File: config.mk
export PLATFORM = sky130hd
export DESIGN_NAME = truth_table_sweeper
export DESIGN_NICKNAME = d
export VERILOG_FILES = /design/src/rtl/truth_table_sweeper.sv
export SDC_FILE = /design/constraint.sdc
export NUM_CORES = 1
export LEC_CHECK = 0
export BUFFER_PORTS_ARGS = -buffer_cell sky130_fd_sc_hd__buf_2
export CORE_AREA = 2 2 69 71
export DETAILED_ROUTE_END_ITERATION = 8
export DIE_AREA = 0 0 71 73
export PLACE_DENSITY = 0.75
export SETUP_SLACK_MARGIN = 0.05
export SLEW_MARGIN = 20
export SYNTH_ARGS = -nofsm -noshare
export SYNTH_HDL_FRONTEND = slang
export SYNTH_SLANG_ARGS = --single-unit
File: constraint.sdc
create_clock -name clk -period 2.06 [get_ports clk]
set_input_delay 0.206 -clock clk [delete_from_list [all_inputs] [get_ports clk]]
set_output_delay 0.206 -clock clk [all_outputs]
set_load 0.1 [all_outputs]
File: src/rtl/truth_table_sweeper.sv
// Drives a 3-input logic block through rows 0..7, waits for a settled and stable output
// per row, assembles an 8-bit truth table (row r -> bit 7-r) and compares it to EXPECTED_TT.
// Steady-output latency: the start cycle through the done cycle spans 8*(SETTLE_CYCLES+STABLE_CYCLES)+2 cycles.
module truth_table_sweeper #(
  parameter logic [7:0] EXPECTED_TT    = 8'h65,
  parameter int         SETTLE_CYCLES  = 16,
  parameter int         STABLE_CYCLES  = 4,
  parameter int         TIMEOUT_CYCLES = 256
) (
  input  logic       clk,
  input  logic       rst_n,
  input  logic       start,
  input  logic       abort,
  output logic [2:0] dut_in,
  input  logic       dut_out,
  output logic       busy,
  output logic       done,
  output logic [7:0] tt_value,
  output logic       match,
  output logic       error,
  output logic [2:0] err_row
);

  localparam int SW = $clog2(SETTLE_CYCLES + 1);
  localparam int BW = $clog2(STABLE_CYCLES + 1);
  localparam int TW = $clog2(TIMEOUT_CYCLES + 1);

  localparam logic [SW-1:0] SETTLE_LAST = SW'(SETTLE_CYCLES - 1);
  localparam logic [BW-1:0] STABLE_MAX  = BW'(STABLE_CYCLES);
  localparam logic [TW-1:0] TIMEOUT_MAX = TW'(TIMEOUT_CYCLES);

  typedef enum logic [1:0] {
    S_IDLE,
    S_APPLY,
    S_SAMPLE,
    S_FINISH
  } state_e;

  state_e          state_q, state_d;
  logic [2:0]      row_q, row_d;
  logic [2:0]      dut_in_q, dut_in_d;
  logic [SW-1:0]   settle_q, settle_d;
  logic [BW-1:0]   stable_q, stable_d, stable_inc;
  logic [TW-1:0]   timeout_q, timeout_d, timeout_inc;
  logic [7:0]      tt_q, tt_d;
  logic            match_q, match_d;
  logic            error_q, error_d;
  logic [2:0]      err_row_q, err_row_d;
  logic            sync1_q, s_out_q, s_prev_q;

  // NOTE: every variable gets a default before the case, so no path leaves one unassigned (no latches).
  always_comb begin
    state_d   = state_q;
    row_d     = row_q;
    dut_in_d  = dut_in_q;
    settle_d  = settle_q;
    stable_d  = stable_q;
    timeout_d = timeout_q;
    tt_d      = tt_q;
    match_d   = match_q;
    error_d   = error_q;
    err_row_d = err_row_q;

    stable_inc  = (s_out_q == s_prev_q) ? stable_q + BW'(1) : BW'(1);
    timeout_inc = timeout_q + TW'(1);

    unique case (state_q)
      S_IDLE: begin
        if (start) begin
          state_d   = S_APPLY;
          row_d     = 3'd0;
          dut_in_d  = 3'd0;
          settle_d  = '0;
          tt_d      = 8'h00;
          match_d   = 1'b0;
          error_d   = 1'b0;
          err_row_d = 3'd0;
        end
      end
      S_APPLY: begin
        if (settle_q == SETTLE_LAST) begin
          state_d   = S_SAMPLE;
          stable_d  = '0;
          timeout_d = '0;
        end else begin
          settle_d = settle_q + SW'(1);
        end
      end
      S_SAMPLE: begin
        stable_d  = stable_inc;
        timeout_d = timeout_inc;
        // A capture on the last allowed sampling cycle still wins over the timeout.
        if (stable_inc == STABLE_MAX) begin
          tt_d[3'd7 - row_q] = s_out_q;
          if (row_q == 3'd7) begin
            state_d = S_FINISH;
          end else begin
            state_d  = S_APPLY;
            row_d    = row_q + 3'd1;
            dut_in_d = row_q + 3'd1;
            settle_d = '0;
          end
        end else if (timeout_inc == TIMEOUT_MAX) begin
          state_d   = S_FINISH;
          error_d   = 1'b1;
          err_row_d = row_q;
        end
      end
      S_FINISH: begin
        state_d  = S_IDLE;
        dut_in_d = 3'd0;
      end
      default: state_d = S_IDLE;
    endcase

    if (abort && (state_q == S_APPLY || state_q == S_SAMPLE)) begin
      state_d   = S_IDLE;
      dut_in_d  = 3'd0;
      tt_d      = tt_q;
      error_d   = error_q;
      err_row_d = err_row_q;
      match_d   = 1'b0;
    end

    // match is registered on the FINISH entry edge so it is valid together with done.
    if (state_d == S_FINISH) begin
      match_d = (tt_d == EXPECTED_TT) && !error_d;
    end
  end

  // NOTE: sequential state uses non-blocking assignments so every flop samples pre-edge values.
  always_ff @(posedge clk or negedge rst_n) begin
    if (!rst_n) begin
      state_q   <= S_IDLE;
      row_q     <= 3'd0;
      dut_in_q  <= 3'd0;
      settle_q  <= '0;
      stable_q  <= '0;
      timeout_q <= '0;
      tt_q      <= 8'h00;
      match_q   <= 1'b0;
      error_q   <= 1'b0;
      err_row_q <= 3'd0;
      sync1_q   <= 1'b0;
      s_out_q   <= 1'b0;
      s_prev_q  <= 1'b0;
    end else begin
      state_q   <= state_d;
      row_q     <= row_d;
      dut_in_q  <= dut_in_d;
      settle_q  <= settle_d;
      stable_q  <= stable_d;
      timeout_q <= timeout_d;
      tt_q      <= tt_d;
      match_q   <= match_d;
      error_q   <= error_d;
      err_row_q <= err_row_d;
      sync1_q   <= dut_out;
      s_out_q   <= sync1_q;
      s_prev_q  <= s_out_q;
    end
  end

  assign dut_in   = dut_in_q;
  assign busy     = (state_q == S_APPLY) || (state_q == S_SAMPLE);
  assign done     = (state_q == S_FINISH);
  assign tt_value = tt_q;
  assign match    = match_q;
  assign error    = error_q;
  assign err_row  = err_row_q;

endmodule

* Word level (Yosys, flattened, before mapping) *
Cells that the tools add are included.

word-level totals
  register bits after elaboration = 41
  input port bits = 5
  logic and storage cells = 101

operators by class
  $add $sub $neg = 5
  order comparisons = 2
  eq/ne operators = 20
  mux-type cells = 42
  bitwise gates (word level) = 1
  reduce and logical (&&, ||, !) cells = 18

operators with widths
  kind                                            number
  2-to-1 mux 3 bit                                8
  2-to-1 mux 8 bit                                3
  2-to-1 mux 5 bit                                4
  one-hot mux 3 bit (2 select lines)              3
  one-hot mux 9 bit (2 select lines)              1
  one-hot mux 8 bit (2 select lines)              1
  one-hot mux 5 bit (3 select lines)              1
  != test 2 bit (second input constant)           7
  2-to-1 mux 2 bit                                6
  AND reduction 5 bit                             2
  adder 9 x 1 -> 9 bit (second input constant)    1
  == test 9 bit (second input constant)           1
  2-to-1 mux 1 bit                                9
  2-to-1 mux 9 bit                                1
  one-hot mux 3 bit (3 select lines)              1
  nonzero test 3 bit                              3
  bitwise mux 8 bit                               1
  == test 8 x 7 -> 1 bit (second input constant)  1
  one-hot mux 2 bit (4 select lines)              1
  AND reduction 4 bit                             2
  adder 3 x 1 -> 3 bit (second input constant)    2
  == test 2 bit (second input constant)           3
  == test 3 bit (second input constant)           2
  != test 3 x 2 -> 1 bit (second input constant)  2
  other kinds (18)                                22

* Longest topological paths before layout *
  word-level depth = 12
  gate-level depth with buffers = 10
  gate-level depth less buffers = 9

* Least setup slack after synthesis *
No wires, ideal clock.

  kind = register to register
  start = reg state_q[1]
  end = reg match_q, in the netlist match
  arrival = 2.734 ns
  slack = -0.766 ns
  cell stages (with the launch flop) = 10
  path buffers = 1
  clock period less this slack = 2.826 ns
  cells stage by stage = dfrtp_1 > inv_1 > ha_1 > and2_1 > or3_1 > clkbuf_1 > o311ai_0 > a211oi_2 > nand4_1 > o31ai_2

between the ends
  longest elaborated chain between the ends = 7
  elaborated cells on any way between the ends = 25

RTL lines
  element                                                         RTL line  text
  from (decl)                                                     39        state_e state_q, state_d;
  from (signal assigned)                                          148       state_q <= state_d;
  == test 2 x 1 -> 1 bit / == test 2 bit (equally long branches)  --
  logical OR 1 bit *                                              --
  net busy                                                        16        output logic busy,
  logical AND 1 bit *                                             116       if (abort && (state_q == S_APPLY || state_q == S_SAMPLE)) begin
  2-to-1 mux 8 bit, or another cell as far along                  116
  == test 8 x 7 -> 1 bit, or another cell as far along            127       match_d = (tt_d == EXPECTED_TT) && !error_d;
  logical AND 1 bit / nonzero test 3 bit (equally long branches)  --
  2-to-1 mux 1 bit / AND reduction 2 bit (equally long branches)  --
  to (signal assigned)                                            155       match_q <= match_d;
  to (decl)                                                       46        logic match_q, match_d;

The timed path passes the listed nets; every way through them passes the cells marked *.
A chain may end at the register's enable or synchronous reset.

* Final worst setup path *
  start = reg stable_q[1]
  end = reg match_q, in the netlist match

between the ends
  longest elaborated chain between the ends = 9
  elaborated cells on any way between the ends = 20

RTL lines
  element                                                                   RTL line  text
  from (decl)                                                               43        logic [BW-1:0] stable_q, stable_d, stable_inc;
  from (signal assigned)                                                    152       stable_q <= stable_d;
  adder 3 x 1 -> 3 bit *                                                    64        stable_inc = (s_out_q == s_prev_q) ? stable_q + BW'(1) : BW'(1);
  2-to-1 mux 3 bit *                                                        64
  == test 3 bit *                                                           93        if (stable_inc == STABLE_MAX) begin
  2-to-1 mux 2 bit, or another cell as far along                            93
  one-hot mux 2 bit (4 select lines), or another cell as far along          67        unique case (state_q)
  2-to-1 mux 2 bit, or another cell as far along                            116
  == test 2 bit, or another cell as far along                               126       if (state_d == S_FINISH) begin
  nonzero test 3 bit (no line) / logical AND 1 bit (equally long branches)  --
  AND reduction 2 bit (no line) / 2-to-1 mux 1 bit (equally long branches)  --

Every way passes the cells marked *; elsewhere a longest branch is shown, timed or not.

==> metrics <==
worst r2r path cells=8; die width=between 70 and 80 um; CTS clk-pin slew, worst paths=80 ps; met1 Use GR=0.2767; storage element area=about 0.0010 mm^2; Mapped Nets=257; I/O Buffers=22; Cell variety after synth=54; hold slack=around 14 ps; Worst path depth=8; EDFF count, synth=0; post-synthesis cell count=about 240; depth of the worst hold-timing path=1; Layout area overhead=32.74%; initial core utilization=0.5081; total negative slack=-54.26 ps; Mapped Area=about 0.0023 mm^2; final core occ=0.6745; busiest grt layer=met2; sequential-to-total area share from yosys stat=0.4452; ys async rst share=1.000; total CTS buffers=5; slowest cell on the critical path=dfrtp_1; diode count=0; hpwl dp=3.956 mm; total global-route track usage=0.2260; Psw=717.2 uW; CP top delay family=compound AO/OA/AOI/OAI gates; Flop pwr share=0.410; critical path type=register to register; min-delay worst type=primary input to register; grt ovf=0; Max stage delay on crit path=420 ps; Cell Chain, Critical Path=ha_4 -> xor2_4 -> nand4_1 -> buf_4 -> o211a_1 -> a211oi_2 -> nand4_1 -> o31ai_2; internal power=~1400 uW; LEAKAGE=0.001462 uW; Hold Vio Cnt, Final=0; Yosys top cell by area=dfrtp_1; yosys warns=0; synthesized area per cell=between 9 and 10 um^2; Net Sw Frac=0.3433; crit path time final=2114 ps; antenna violations before repair=0; Setup crit start kind=register; synth top area cells=dfrtp_1 (45%), ha_1 (5.4%), nand2_1 (5.2%); vias in the first global route=2025; met2 usage=0.3946; final wirelength=5.828 mm; layout cells sized above 1=0.3698; Design Area, Final=0.003059 mm^2; maximum clock path buffer count=2; WP data arrival=between 2000 and 2500 ps; actual slew at the worst max-slew pin=493.7 ps; Detailed Route Iter0 Violations=84; Max Cap Viol=0; DR vias/cell=5.893; nets@finish=325; first-pass GRT wire length=a little over 9 mm; Most used DFF post-synth=dfrtp_1; RSZ-0062 raised after global routing=true; dpl cells=350; pins over their slew limit=0; Tcrit/Tclk final=1.026; pwr/cell area=683.0 mW/mm^2; most used cell, CP=nand4_1; CTS tree=built; combinational group share of total power=0.341; io pins=23; Cell Count, Final, Fillers Out=365; reg2reg setup slack=-50 ps; placed cell areas=0.002768 mm^2; Req. time, crit path=2270 ps; filler instances=348; area of the core=about 0.0045 mm^2; clock insertion delay at the later pin of the skew report=around 300 ps; # rows=25; Peak VDD IR=approximately 420 uV; Clock power frac=0.249; final setup violation count=1; status=complete, but fails checks; CTS root buf=clkbuf_8; routed len/inst=about 16 um; Slew HR=0.6731; max frequency=about 0.47 GHz; number of routed nets with antenna violations=0; GP Congestion=roughly 0.93; crit-path max FO=7; Worst Slack Setup Final=-54.26 ps; CTS Sinks=41; routed vias=2151; number of synthesized register bits=41; H-tree depth=2; Residual DRC=0; Buf/Inv on CP=1; overall die area=0.005183 mm^2; failing checks=setup timing; post-synth top area share=0.4452; CP endpoint kind=register; met3 Track Usage GR=0.04420; largest net degree at the start of global routing=17; area of the multi-input gates=0.001379 mm^2; Die Span Y=73 um; clock skew=10.21 ps; DR pass1 iterations=4
[metal layers]
layer  share of wire  vias to the layer above
met1            0.44                     1054
met3           0.039                       11
li1                -                     1033
met2            0.51                       53
met4           0.016                        0
met5               0                        -
[worst paths after layout]
check / startpoint / end
min in group asynchronous: rst_n / timeout_q[4]
setup / recovery: stable_q[1] / match
max in group asynchronous: rst_n / timeout_q[1]
hold / removal: dut_out / sync1_q
hold reg to reg: sync1_q / s_out_q
setup reg to reg: stable_q[1] / match
[power groups by stage]
stage	registers, uW	clock network [uW]	logic [uW]
after floorplan	877	0	386
after global placement	869	0	594
after detailed placement	871	0	601
after CTS	855	534	655
after global routing	859	569	771
final	856	521	713
[through the flow]
| step | power (uW) | setup slack [ps] |
|---|---|---|
| global route | 2199 | -139.2 |
| global placement | 1463 | -92.66 |
| finish | 2089 | -54.26 |
| floorplan | 1263 | -110.9 |
| CTS | 2043 | -15.47 |
| detailed placement | 1472 | -164.7 |
[layout make-up]
type | count | area share
clock inverters | 2 | 0.003272
clock buffers | 6 | 0.02372
flip-flops and latches | 41 | 0.3358
repair buffers | 70 | 0.1583
well taps | 54 | 0.02209
multi-input cells | 187 | 0.4507
inverters | 5 | 0.006135
[cells by family after synthesis]
kind of cell,count (synthesis),share of synthesized area
DFF,41,0.4452
xor gates and xnor gates,4,0.02172
and+or+nand+nor,104,0.2258
adders and majority gates,10,0.05429
AOI/OAI and AO/OA,67,0.2193
buffers and inverters,14,0.02443
muxes,2,0.009229
[layout by cell type, fill, tap and decap left out, types with 5 or more instances in the layout]
cell type | Yosys | layout
a21oi_1 | 8 | 6
o21ai_0 | 12 | 11
buf_2 | 0 | 22
o21ai_1 | 6 | 6
ha_1 | 10 | 5
buf_4 | 1 | 45
nand3_1 | 11 | 9
nand2_1 | 32 | 29
clkbuf_8 | 0 | 5
nand4_1 | 8 | 8
nor2_1 | 23 | 22
dfrtp_1 | 41 | 40
[flip-flops by register name, summed over array words and instances, names as in the netlist, 2 cells and up]
name       count
dut_in         3
err_row        3
row_q          3
settle_q       5
stable_q       3
state_q        2
timeout_q      9
tt_value       8
[synth_stat cells, types with 2 or more instances]
library cell,n
or3_1,2
nor2b_1,4
a21oi_1,8
and2_1,2
or2_2,2
clkbuf_1,7
nand4b_1,2
o211ai_1,2
and3_1,4
dfrtp_1,41
nand3_1,11
o211a_1,3
nand2b_1,4
o21ai_0,12
a31oi_1,2
inv_1,5
nor3b_1,3
o311a_1,2
or2_1,3
o31ai_1,3
a211oi_1,3
a22o_1,2
nand4_1,8
nor2_1,23
xor2_1,2
o21ai_1,6
a221o_1,4
a32oi_1,2
nand2_1,32
a21o_1,2
a32o_1,4
ha_1,10
[what timing repair did]
item | in CTS | in global routing
hold buffers | 1 | 0
pin swaps | 12 | 6
resized for setup | 16 | 17
buffers inserted | 5 | 2
setup endpoints to repair | 6 | 15
endpoints found under the hold margin | 14 | 0
No activity file was read; power rests on OpenSTA's default activity.
